File: src/rtl/viterbi_channel_injector.sv
// Corrupting channel between convolutional encoder and Viterbi decoder: forwards W-bit
// symbols with one cycle of latency, XORing an error mask on selected symbols.
module viterbi_channel_injector #(
    parameter int unsigned W    = 2,
    parameter int unsigned CW   = 16,
    parameter logic [15:0] SEED = 16'hACE1
) (
    input  logic          clk,
    input  logic          rst,
    input  logic [1:0]    cfg_mode,
    input  logic [W-1:0]  cfg_mask,
    input  logic [3:0]    cfg_period_log2,
    input  logic [7:0]    cfg_burst_len,
    input  logic [15:0]   cfg_threshold,
    input  logic [CW-1:0] cfg_window,
    input  logic          clear_i,
    input  logic          valid_i,
    input  logic [W-1:0]  sym_i,
    output logic          valid_o,
    output logic [W-1:0]  sym_o,
    output logic          err_flag_o,
    output logic [CW-1:0] sym_ct_o,
    output logic [CW-1:0] bit_err_ct_o,
    output logic          sat_o
);

    localparam logic [CW-1:0] CtMax = '1;
    localparam int unsigned   PW    = $clog2(W + 1);

    typedef enum logic [1:0] {ModeOff, ModePeriodic, ModeRandom, ModeSingle} mode_e;

    mode_e         mode;
    logic          valid_q, valid_d, err_q, err_d, sat_q, sat_d;
    logic [W-1:0]  sym_q, sym_d, inj;
    logic [CW-1:0] sym_ct_q, sym_ct_d, bit_ct_q, bit_ct_d;
    logic [CW:0]   bit_sum;
    logic [7:0]    phase_q, phase_d, phase_mask;
    logic [15:0]   lfsr_q, lfsr_d;
    logic          armed_q, armed_d, armed_eff, entry, en, hit, fb;
    logic [1:0]    prev_mode_q;
    logic [3:0]    p;
    logic [PW-1:0] pop;

    assign mode = mode_e'(cfg_mode);

    always_comb begin
        en         = (cfg_window == '0) || (sym_ct_q < cfg_window);
        p          = (cfg_period_log2 > 4'd8) ? 4'd8 : cfg_period_log2;
        phase_mask = 8'((9'd1 << p) - 9'd1);
        // Entering SINGLE re-arms in the same cycle so that cycle's symbol can fire.
        entry      = (mode == ModeSingle) && (prev_mode_q != 2'd3);
        armed_eff  = armed_q | entry;
        fb         = lfsr_q[15] ^ lfsr_q[13] ^ lfsr_q[12] ^ lfsr_q[10];

        hit = 1'b0;
        unique case (mode)
            ModeOff:      hit = 1'b0;
            ModePeriodic: hit = (phase_q < cfg_burst_len);
            ModeRandom:   hit = (lfsr_q < cfg_threshold);
            ModeSingle:   hit = armed_eff;
        endcase
        inj = (valid_i && en && !clear_i && hit) ? cfg_mask : '0;

        pop = '0;
        for (int i = 0; i < W; i++) begin
            pop = pop + PW'(inj[i]);
        end
        bit_sum = {1'b0, bit_ct_q} + (CW + 1)'(pop);

        valid_d   = valid_i;
        err_d     = valid_i && (inj != '0);
        sym_d     = valid_i ? (sym_i ^ inj) : sym_q;
        sym_ct_d  = sym_ct_q;
        bit_ct_d  = bit_ct_q;
        sat_d     = sat_q;
        phase_d   = phase_q;
        lfsr_d    = lfsr_q;
        armed_d   = armed_eff;

        if (clear_i) begin
            err_d    = 1'b0;
            sym_ct_d = '0;
            bit_ct_d = '0;
            sat_d    = 1'b0;
            phase_d  = '0;
            lfsr_d   = SEED;
            armed_d  = 1'b1;
        end else begin
            if (cfg_mode != prev_mode_q) begin
                phase_d = '0;
            end else if (valid_i) begin
                phase_d = (phase_q + 8'd1) & phase_mask;
            end
            if (valid_i) begin
                lfsr_d   = {lfsr_q[14:0], fb};
                sym_ct_d = (sym_ct_q == CtMax) ? sym_ct_q : sym_ct_q + CW'(1);
                bit_ct_d = (bit_sum > {1'b0, CtMax}) ? CtMax : bit_sum[CW-1:0];
                if (en && mode == ModeSingle && armed_eff) begin
                    armed_d = 1'b0;
                end
            end
            sat_d = sat_q | (sym_ct_d == CtMax) | (bit_ct_d == CtMax);
        end
    end

    always_ff @(posedge clk or negedge rst) begin
        if (!rst) begin
            valid_q     <= 1'b0;
            sym_q       <= '0;
            err_q       <= 1'b0;
            sym_ct_q    <= '0;
            bit_ct_q    <= '0;
            sat_q       <= 1'b0;
            phase_q     <= '0;
            lfsr_q      <= SEED;
            armed_q     <= 1'b1;
            prev_mode_q <= 2'd0;
        end else begin
            valid_q     <= valid_d;
            sym_q       <= sym_d;
            err_q       <= err_d;
            sym_ct_q    <= sym_ct_d;
            bit_ct_q    <= bit_ct_d;
            sat_q       <= sat_d;
            phase_q     <= phase_d;
            lfsr_q      <= lfsr_d;
            armed_q     <= armed_d;
            prev_mode_q <= cfg_mode;
        end
    end

    assign valid_o      = valid_q;
    assign sym_o        = sym_q;
    assign err_flag_o   = err_q;
    assign sym_ct_o     = sym_ct_q;
    assign bit_err_ct_o = bit_ct_q;
    assign sat_o        = sat_q;

endmodule

File: config.mk
export PLATFORM = sky130hd
export DESIGN_NAME = viterbi_channel_injector
export DESIGN_NICKNAME = d
export VERILOG_FILES = /design/src/rtl/viterbi_channel_injector.sv
export SDC_FILE = /design/constraint.sdc
export NUM_CORES = 1
export LEC_CHECK = 0
export CORE_AREA = 5 5 80 138
export DETAILED_ROUTE_END_ITERATION = 10
export DIE_AREA = 0 0 85 143
export PLACE_DENSITY_LB_ADDON = 0.25
export SETUP_SLACK_MARGIN = 0.3
export SYNTH_ARGS = -nofsm -noshare
export SYNTH_HDL_FRONTEND = slang
export SYNTH_SLANG_ARGS = --single-unit
File: constraint.sdc
create_clock -name clk -period 3.7 [get_ports clk]
set_input_delay 0.925 -clock clk [delete_from_list [all_inputs] [get_ports clk]]
set_output_delay 0.925 -clock clk [all_outputs]
set_load 0.05 [all_outputs]
* Yosys cells after proc, flatten, opt, wreduce, memory -nomap -nowiden *
Cells that the tools add are included.

word-level totals
  flip-flop bits (word level) = 64
  latch bits = 0
  RAM bits = 0
  bits in read-only memories = 0
  input port bits = 54
  logic and storage cells = 72
  memories = 0

cells by class
  $add $sub $neg = 5
  multipliers = 0
  divide/modulo/power cells = 0
  $lt $le $gt $ge = 5
  equality and inequality tests = 8
  shift-type cells = 1
  mux-type cells = 21
  bitwise logic cells = 8
  reductions and logical operators = 14

operator list
  kind                   number
  $mux 16                10
  $eq 16x16->1 const B   3
  $lt 16x16->1           2
  $mux 8                 3
  $add 16x2->17          1
  $gt 17x16->1 const B   1
  $add 16x1->16 const B  1
  $logic_not 16->1       1
  $add 8x1->8 const B    1
  $and 8x8->8            1
  $lt 8x8->1             1
  $shl 1x4->8 const A    1
  $sub 8x1->8 const B    1
  $logic_and 1x1->1      7
  $mux 1                 5
  $eq 2x2->1 const B     2
  $gt 4x4->1 const B     1
  $mux 4                 1
  $pmux 1 s4             1
  $reduce_bool 2->1      2
  $or 1x1->1             3
  $reduce_bool 3->1      1
  $xor 1x1->1            3
  $add 1x1->2            1
  other kinds (8)        8

* Logic depth before layout (Yosys ltp) *
  depth after elaboration = 15
  mapped depth = 20
  mapped depth without buffers = 20

* Worst setup path before layout *
Ideal clock, no wire load.

  path kind = input to register
  start point = in cfg_window[2]
  end point = reg sat_q (netlist: sat_o)
  data arrival time = 4.494 ns
  data required time = 3.620 ns
  setup slack = -0.874 ns
  stages on the path = 20
  path buffers = 0
  path through = inv_1 ha_1 a211o_1 a31oi_1 o221ai_1 a211o_1 a221oi_4 xor2_1 ha_1 a21oi_4 inv_1 ha_1 nand3_1 nor2_1 nand3_1 nor3_1 o211ai_1 nor2_1 o2111ai_1 o22ai_2

between the ends
  cells in the longest elaborated chain, start to end = 15
  elaborated cells between the ends (all ways) = 16

ends and longest elaborated chain
  item                                              line  text
  from (decl)                                       15    input logic [CW-1:0] cfg_window,
  $lt 16x16->1 or $logic_not 16->1 (tied branches)  47    en = (cfg_window == '0) || (sym_ct_q < cfg_window);
  $logic_or 1x1->1 (*)                              47
  $logic_and 1x1->1 (*) (3 in series)               62    inj = (valid_i && en && !clear_i && hit) ? cfg_mask : '0;
  $mux 2 (*)                                        62
  $add 1x1->2 (*)                                   66    pop = pop + PW'(inj[i]);
  $add 16x2->17 (*)                                 68    bit_sum = {1'b0, bit_ct_q} + (CW + 1)'(pop);
  $gt 17x16->1                                      97    bit_ct_d = (bit_sum > {1'b0, CtMax}) ? CtMax : bit_sum[CW-1:0];
  $mux 16 (*)                                       97
  $mux 16 (*)                                       94    if (valid_i) begin
  $mux 16 (*)                                       80    if (clear_i) begin
  $eq 16x16->1 (*)                                  102   sat_d = sat_q | (sym_ct_d == CtMax) | (bit_ct_d == CtMax);
  $or 1x1->1 (*)                                    102
  $mux 1 (*)                                        80
  via sat_d                                         33    logic valid_q, valid_d, err_q, err_d, sat_q, sat_d;
  to (signal assigned)                              124   sat_q <= sat_d;
  to (decl)                                         33

The timed path passes the listed nets; every way through them passes the cells marked *. The select of a mux whose other input is x is not followed.
A chain may end at the register's enable or synchronous reset.

* Final worst setup path *
  start point = in cfg_burst_len[1]
  end point = reg sat_q (netlist: sat_o)

between the ends
  cells in the longest elaborated chain, start to end = 13

ends and longest elaborated chain
  item                   line  text
  from (decl)            13    input logic [7:0] cfg_burst_len,
  $lt 8x8->1 (*)         58    ModePeriodic: hit = (phase_q < cfg_burst_len);
  $pmux 1 s4 (*)         56    unique case (mode)
  $logic_and 1x1->1 (*)  62
  $mux 2 (*)             62
  $add 1x1->2 (*)        66
  $add 16x2->17 (*)      68
  $gt 17x16->1           97
  $mux 16 (*)            97
  $mux 16 (*)            94
  $mux 16 (*)            80
  $eq 16x16->1 (*)       102
  $or 1x1->1 (*)         102
  $mux 1 (*)             80
  via sat_d              33

Marked as above.

==> results.sh <==
export IMPL_syn_area_sq_um=4480
export IMPL_cpPeakStageDelay_ns=0.45
export IMPL_final_max_slew_violation_count=0
export IMPL_vias=4372
export IMPL_route_detailed_wl_per_inst_microns=16.5
export IMPL_max_freq_mhz=256
export IMPL_nets=744
export IMPL_clk_pin_slew_ns=0.05
export IMPL_drtAntennaViolNets=0
export IMPL_dr_pass1_iters=5
export IMPL_status="finished, violations left"
export IMPL_worst_slack_ns=-0.199
export IMPL_htreeDepth=3
export IMPL_globalRouteOverflowTotal=0
export IMPL_place_inst=752
export IMPL_ys_seq_area_share_pct=36.0
export IMPL_worstPathRequired_ns=3.96
export IMPL_cts_made_buffers=9
export IMPL_ioPinCount=91
export IMPL_power_frac_clock_pct=41.7
export IMPL_violations="negative setup slack"
export IMPL_r2r_slack_ns=0.03
export IMPL_grt_usage_pct=21.5
export IMPL_cts_buffer_depth=2
export IMPL_syn_to_final_growth_pct=49.5
export IMPL_yosys_cell_types_count=60
export IMPL_setup_viol=14
export IMPL_synth_yosys_warnings=0
export IMPL_cpMostUsedCell="ha_2"
export IMPL_synth_seq_cells=64
export IMPL_dpl_cell_area_sq_um=5870
export IMPL_internal_power_mw=1.41
export IMPL_grt_pass1_wl_microns=21000
export IMPL_fin_crit_sh_pct=105
export IMPL_drt_vias_per_instance=5.62
export IMPL_finalPower_mw=1.92
export IMPL_synth_top_cell_by_area="dfrtp_1"
export IMPL_finalHoldViolations=0
export IMPL_p_leak_nw=3.05
export IMPL_synth_edff_count=0
export IMPL_swShare_pct=26.7
export IMPL_syn_nets=610
export IMPL_drv_cap=0
export IMPL_clk_latency_ns=0.33
export IMPL_dp_hpwl_microns=9540
export IMPL_tns_ns=-2.04
export IMPL_drive_above_1_share_pct=29.1
export IMPL_grt_max_degree=46
export IMPL_critPathMaxFanout=3
export IMPL_root_buffer="clkbuf_16"
export IMPL_share_seq_of_total_power_pct=39.3
export IMPL_grt_pass1_vias=4509
export IMPL_p_per_area_nw_per_um2=287
export IMPL_syn_avg_cell_area_sq_um=8.71
export IMPL_power_frac_comb_pct=19.0
export IMPL_synth_ff_type="dfrtp_1"
export IMPL_antenna_found_initial=0
export IMPL_endpoint_kind="flip-flop"
export IMPL_dieWidth_microns=85
export IMPL_hold_buffers=0
export IMPL_core_sq_um=9730
export IMPL_synth_cells=514
export IMPL_fill_cells=769
export IMPL_p_switching_mw=0.513
export IMPL_async_flop_share_pct=100
export IMPL_place_congestion=0.911
export IMPL_post_route_min_period_ns=3.90
export IMPL_cts_tree="yes"
export IMPL_num_antenna_cells=0
export IMPL_crit_arrival_ns=4.16
export IMPL_die_y_microns=143
export IMPL_drc=0
export IMPL_rows=48
export IMPL_worstSetupStartpointType="primary input"
export IMPL_drt_initial_drc_count=271
export IMPL_worstSetupPathType="in2reg"
export IMPL_cpMaxStageDelayCell="clkdlybuf4s50_1"
export IMPL_clkSinkCount=64
export IMPL_final_cells=778
export IMPL_clock_skew_final_ns=0.00410
export IMPL_max_slew_margin_pct=48.3
export IMPL_wl_microns=12900
export IMPL_die_area_sq_um=12200
export IMPL_crit_chain="clkdlybuf4s50_1, inv_1, ha_2, a211oi_2, o21ai_1, a21oi_2, a211oi_4, buf_4, a221oi_4, ha_2, a21oi_4, inv_2, ha_4, nand3_4, nor2_4, nand3_2, nor3_2, o211ai_1, nor2_1, o2111ai_2, o22ai_2"
export IMPL_worstHoldPathType="reg2reg"
export IMPL_worstMarginPinSlew_ns=0.775
export IMPL_port_buffers=90
export IMPL_rsz0062_at_grt="true"
export IMPL_yosysTopAreaCellShare_pct=30.8
export IMPL_dpl_worst_slack_ns=-1.12
export IMPL_ys_top_cells_by_area="dfrtp_1, ha_1, dfstp_2, nor2_1, a21oi_1"
export IMPL_fin_area_sq_um=6690
export IMPL_start_util_pct=46.0
export IMPL_peakVddDrop_v=0.000283
-- layout make-up --
cell class                 count  area, sq um  area share, %
multi-input combinational    386         3150           47.1
sequential                    64         1610           24.1
timing repair buffer         143         1310           19.5
clock buffer                  14          274           4.10
inverter                      44          175           2.62
tap                          125          156           2.34
clock inverter                 2         12.5          0.187
-- routing by layer --
layer	global-route usage [%]	up-vias	wire, microns
met5	0	-	0
met4	13.8	0	657
met3	2.02	37	504
met2	38.8	126	7000
met1	23.6	2114	4710
li1	-	2095	-
-- what timing repair did --
action / CTS / global route
buffers inserted: 8 / 2
pin swaps: 55 / 42
endpoints found under the hold margin: 0 / 0
gates resized for setup: 100 / 67
endpoints found under the setup margin: 17 / 17
-- kinds of logic (layout without fill, tap and decap cells) --
| group | Yosys count | after routing | share of synthesized area [%] |
|---|---|---|---|
| flip-flops | 64 | 64 | 36.0 |
| AO/OA/AOI/OAI | 106 | 106 | 15.6 |
| XOR/XNOR | 31 | 31 | 6.07 |
| AND/OR/NAND/NOR | 198 | 198 | 22.9 |
| multiplexers | 9 | 9 | 2.01 |
| adder cells (fa/ha/maj) | 42 | 42 | 11.7 |
| buffers and inverters | 64 | 203 | 5.65 |
-- worst max-delay path, delay by kind of cell --
family / cells / cell delay [ns]
buffers and inverters: 4 / 0.73
adder cells (fa/ha/maj): 3 / 0.55
AND/OR/NAND/NOR: 5 / 0.67
AO/OA/AOI/OAI: 9 / 1.28
-- power by group through the flow --
stage / clock network (mW) / logic (mW) / registers (mW)
global route: 0.841 / 0.403 / 0.758
CTS: 0.813 / 0.342 / 0.754
detailed placement: 0 / 0.309 / 0.763
global placement: 0 / 0.299 / 0.763
finish: 0.801 / 0.366 / 0.756
floorplan: 0 / 0.140 / 0.785
-- synth_stat cells, drive strengths merged, types with 13 or more instances --
| library cell | number |
|---|---|
| nand2 | 38 |
| nand4 | 13 |
| clkbuf | 16 |
| dfrtp | 55 |
| nor2 | 58 |
| a21oi | 44 |
| xor2 | 19 |
| nand3 | 17 |
| inv | 44 |
| o21ai | 19 |
| ha | 42 |
-- flip-flops by register name, summed over array words and instances (netlist names) --
signal,flops
prev_mode_q,2
armed_q,1
sat_o,1
sym_ct_o,16
err_flag_o,1
valid_o,1
lfsr_q,16
phase_q,8
sym_o,2
bit_err_ct_o,16
-- per-stage QoR --
| stage | hold slack [ns] | util (%) |
|---|---|---|
| after CTS | 0.540 | 66.5 |
| after global placement | 0.509 | 60.4 |
| after global routing | 0.573 | 68.8 |
| after floorplan | 0.489 | - |
| after detailed placement | 0.515 | 60.4 |
| final | 0.539 | 68.8 |
-- final timing paths --
kind,from,to,cells after the start
max,cfg_burst_len[1],sat_o,21
min,sym_o[1],sym_o[1],2
max reg2reg,sym_ct_o[13],sat_o,19
min reg2reg,sym_o[1],sym_o[1],2
max in group asynchronous,rst,armed_q,2
min in group asynchronous,rst,sym_ct_o[6],1
-- placed cells by master, fill, tap and decap left out, types with 5 or more instances in the layout --
cell | netlist | final
mux2i_1 | 9 | 9
nand2_1 | 38 | 37
nor3_1 | 11 | 8
clkdlybuf4s50_1 | 0 | 47
clkbuf_16 | 0 | 9
dfstp_2 | 9 | 9
o21ai_0 | 17 | 12
a211o_1 | 9 | 9
dlymetal6s2s_1 | 0 | 17
xor2_1 | 19 | 18
ha_1 | 42 | 11
nor2_1 | 58 | 54
xnor2_1 | 12 | 12
and2_1 | 6 | 6
a31oi_1 | 6 | 6
and3_1 | 11 | 11
nand3_1 | 17 | 15
nor2b_1 | 11 | 11
dfrtp_1 | 55 | 55
a21oi_2 | 1 | 8
a21oi_1 | 42 | 33
buf_4 | 1 | 51
inv_1 | 43 | 22
ha_2 | 0 | 11
ha_4 | 0 | 20
dlygate4sd2_1 | 0 | 13
nand4_1 | 13 | 13
inv_2 | 1 | 20
buf_2 | 1 | 5
Note: power is estimated with default switching activity, not from simulation.
==> RTL change 1 (same settings) <==
`W`: 2 -> 4.
--- a/src/rtl/viterbi_channel_injector.sv
+++ b/src/rtl/viterbi_channel_injector.sv
@@ -2,5 +2,5 @@
 // symbols with one cycle of latency, XORing an error mask on selected symbols.
 module viterbi_channel_injector #(
-    parameter int unsigned W    = 2,
+    parameter int unsigned W    = 4,
     parameter int unsigned CW   = 16,
     parameter logic [15:0] SEED = 16'hACE1
Interface: changed (resized cfg_mask, sym_i and sym_o); port bits go from 91 to 97. The function was not compared with the original's and may differ.
==> RTL change 1 against the original RTL <==
  * The flow still finishes with violations (negative setup slack)
  * Setup slack worse by 810 ps
  * Cell area is 11% higher
  * Maximum frequency shrank 17%
  * Highest routed layer unchanged
  * Sequential cell count grew 2
  * Non-clock buffer count increased by 51
  * Routed wire length rose by 24%
  * Clock power grew 4.4%
  * Global-route usage increased by 3.9 points
  * Synthesized cell count grew 4.3%
  * Total power rose by 5.5%
  * Area after synthesis is 5.6% higher
==> RTL change 1: results <==
[run_status]
outcome = "finished, violations left"
failing_checks = "negative setup slack"

[routing]
routed_length_per_instance_um = 18.69
detail_route.first_pass.iterations = 5
detail_route.iter0.violations = 304

[timing]
worst_slew_pin_slew_ps = 898.6
totalNegativeSetupSlack_ps = -12850
setup_slack_ps = -1013
fin_skew_ps = 5.230
number_of_setup_violations_in_the_final_report = 17

[synth]
syn_inst = 536
synth_compound_gate_area_share = 0.1613
post_synth_fa_ha_maj_area_fraction = 0.1197
synthTopCellsByArea = "dfrtp_1, ha_1, dfstp_2, nor2_1, mux2i_1"
syn_nets = 638
postSynth.topFlopCell = "dfrtp_1"
synth-seq-area-share = 0.3520
synth_top_cells_by_count = "nor2_1, dfrtp_1, nand2_1"
synth_cell_type_count = 59
post_synth_xor_area_fraction = 0.04449
yosys-mux-area-fraction = 0.04688

[global_route]
largest_net_degree_at_the_start_of_global_routing = 67
grt_pass1_vias = 5302

[critical_path]
crit_start = "cfg_window[5]"
crit-reg2reg-launch = "sym_ct_o[5]"
reg2reg_setup_slack_ps = -750
timing.reg2reg.worst_path_depth = 18
worstPathArrival_ps = 4920
critical_path_slowest_stage_cell = "fa_2"
cpPeakStageDelay_ps = 420
biggest_fanout_along_the_worst_timing_path = 4

[pwr]
power.static_leakage_nw = 3.363

[placement]
placer_congestion_estimate = 0.9629
portBuffers = 96
placed_cells = 814
dpl.hpwl_um = 10830

[cts]
cts_resized = 74
post-cts-setup-buffers = 16

[min_path]
hp-start = "sym_o[3]"
worstHoldEndpoint = "sym_o[3]"

[cells_and_area]
nets = 823
finish.cell_count_without_fillers = 851
post_route_cells_drive_above_1_share = 0.3306
-- RTL change 1: cell count changes after synthesis, moves of 8 or more --
| cell | before | now |
|---|---|---|
| a21oi_1 | 42 | 33 |
| mux2i_1 | 9 | 21 |
| nand2_1 | 38 | 46 |
| nor2b_1 | 11 | 2 |
| xor2_1 | 19 | 8 |
-- RTL change 1: worst reg2reg max path: stages (launching register included) --
cell       delay, ps
dfrtp_1          410
ha_4             250
a211o_1          300
a21oi_4          190
o211ai_1         230
a2111oi_4        410
o21ai_2          130
nor2_4           140
xor2_1           160
ha_1             260
fa_2             370
fa_2             420
nand4_1          180
nor2_1            90
nand3_1          120
nor3_1            70
o2111a_1         270
a32oi_2          220
o31ai_2          100
-- RTL change 1: report_power, final --
part	internal, mW	leakage, nW	switching, mW	total, mW
Combinational	0.199	2.35	0.223	0.422
Clock	0.524	0.149	0.311	0.836
Sequential	0.751	0.865	0.0210	0.772
-- RTL change 1: routing by layer --
metal  track usage  share of wire
met5             0              0
met4        0.1518          0.051
met3       0.03522          0.048
met2        0.4967           0.57
met1        0.2427           0.34
-- RTL change 1: cell type report --
type                       count  area [um2]
sequential                    66        1663
timing repair buffer         194        1730
tap                          125       156.4
inverter                      43       168.9
clock buffer                  14       284.0
clock inverter                 2       10.01
multi-input combinational    407        3398
fill                         694        2318
-- RTL change 1: metrics by stage --
step                      cell area (um2)  hold WS [ps]  worst slack, ps  total power, mW
after global placement               6422         537.2            -1743            1.123
after CTS                            7036         539.9            -1055            1.984
after global routing                 7411         578.3            -1144            2.105
after floorplan                      4840         494.9           -931.4           0.9546
final                                7411         549.2            -1013            2.029
after detailed placement             6422         532.2            -1877            1.136
==> RTL change 2 (same settings) <==
Made on the original files. Put one more register stage on the output `bit_err_ct_o`. The value now appears one clock later. The other outputs are not delayed to match.
--- a/src/rtl/viterbi_channel_injector.sv
+++ b/src/rtl/viterbi_channel_injector.sv
@@ -134,5 +134,7 @@
     assign err_flag_o   = err_q;
     assign sym_ct_o     = sym_ct_q;
-    assign bit_err_ct_o = bit_ct_q;
+    always_ff @(posedge clk) begin
+        bit_err_ct_o <= bit_ct_q;
+    end
     assign sat_o        = sat_q;
 
Behaviour: not the same (Yosys sat finds a counterexample within 4 cycles, from zero or initial values and one cycle with rst low).
==> RTL change 2 against the original RTL <==
  * The flow still finishes with violations (negative setup slack)
  * Clock power increased by 9.5%
  * Routed wire length up 14%
  * Total power grew 12%
  * Sequential cell count grew 16
  * Area after synthesis increased by 7.5%
  * Count of clock-buffer cells in the layout shrank 4
  * Register-to-register slack worse by 440 ps
  * Cell area is 6.5% higher
  * Setup slack got worse by 490 ps
==> RTL change 2: results <==
[run_status]
outcome = "finished, violations left"
failing_checks = "negative setup slack"

[critical_path]
biggest_fanout_along_the_worst_timing_path = 4
reg2reg_setup_slack_ps = -410
crit-reg2reg-launch = "sym_ct_o[2]"
critical-path-top-delay-family = "compound AO/OA/AOI/OAI gates"
worstPathArrival_ps = 4650
timing.reg2reg.worst_path_depth = 21
crit_start = "cfg_burst_len[7]"

[cells_and_area]
num-multi-input-gates = 385
post_route_cells_drive_above_1_share = 0.2940
clock_tree_buffer_count_of_the_final_layout = 10
antenna_cells_inserted = 0
area_share_nonclk_buffers = 0.1981
final-clk-cell-share = 0.04040
fillerInstances = 717
inverters_excl_clock = 43
fraction_of_area_in_multi_input_gates = 0.4434

[synth]
syn_inst = 524
synth-seq-area-share = 0.4017
postSynth.asyncResetShare = 0.8000
yosys-mux-area-fraction = 0.04004
post_synth_xor_area_fraction = 0.04732
synthTopCellsByArea = "dfrtp_1, ha_1, dfxtp_1, dfstp_2, nor2_1"
synth_top_cells_by_count = "dfrtp_1, nor2_1, inv_1"
synth_cell_type_count = 59
post_synth_fa_ha_maj_area_fraction = 0.1092
synth_compound_gate_area_share = 0.1503
syn_nets = 620

[placement]
placer_congestion_estimate = 0.8665
placed_cells = 778
dpl.hpwl_um = 9908

[timing]
setup_slack_ps = -689.6
number_of_setup_violations_in_the_final_report = 16
whs_ps = 454.6
fin_skew_ps = 8.479
slew_headroom = 0.4315

[pwr]
netSwitchingFraction = 0.2813
power.static_leakage_nw = 3.129
pwr.group.combinational_uw = 358
pg_clk_uw = 877

[routing]
routed_wirelength_um = 14650
met3_length_um = 801
m1WireLength_um = 5083
dr.max_layer_used = "met4"
overall_via_count_from_detail_route = 4660
detail_route.iter0.violations = 253
met2WireLength_um = 8260
routed_length_per_instance_um = 18.04

[global_route]
grt_pass1_vias = 4782
met1_usage = 0.2305
grt_use_met2 = 0.4557
use_met3 = 0.04273
grt-ovfl-total = 0
grt_first_pass_wirelength_um = 22540

[cts]
tritoncts_num_sinks = 80
clk_latency_ps = 350

[min_path]
hp-start = "bit_ct_q[8]"
worst_hold_path.num_cells = 0
worstHoldEndpoint = "bit_err_ct_o[8]"
-- RTL change 2: timing repair --
action,4_1_cts,5_1_grt
resized for setup,149,27
buffers inserted,11,7
hold endpoints to repair,0,0
pin swaps,64,15
endpoints found under the setup margin,17,17
-- RTL change 2: metrics by stage --
stage / util / TNS (ps) / worst slack, ps / instance area, um2
4_1_cts: 0.7128 / -1357 / -481.9 / 6935
5_1_grt: 0.7321 / -8220 / -886.6 / 7123
3_5_place_dp: 0.6456 / -14120 / -1387 / 6281
2_1_floorplan: - / -878.0 / -554.6 / 4895
6_report: 0.7321 / -5245 / -689.6 / 7123
3_3_place_gp: 0.6456 / -13310 / -1284 / 6281
-- RTL change 2: cells by family after synthesis --
family / after synthesis
fa+ha+maj: 42
simple gates: 191
compound gates: 107
buf+inv: 59
flops: 80
mux: 19
xor+xnor: 26
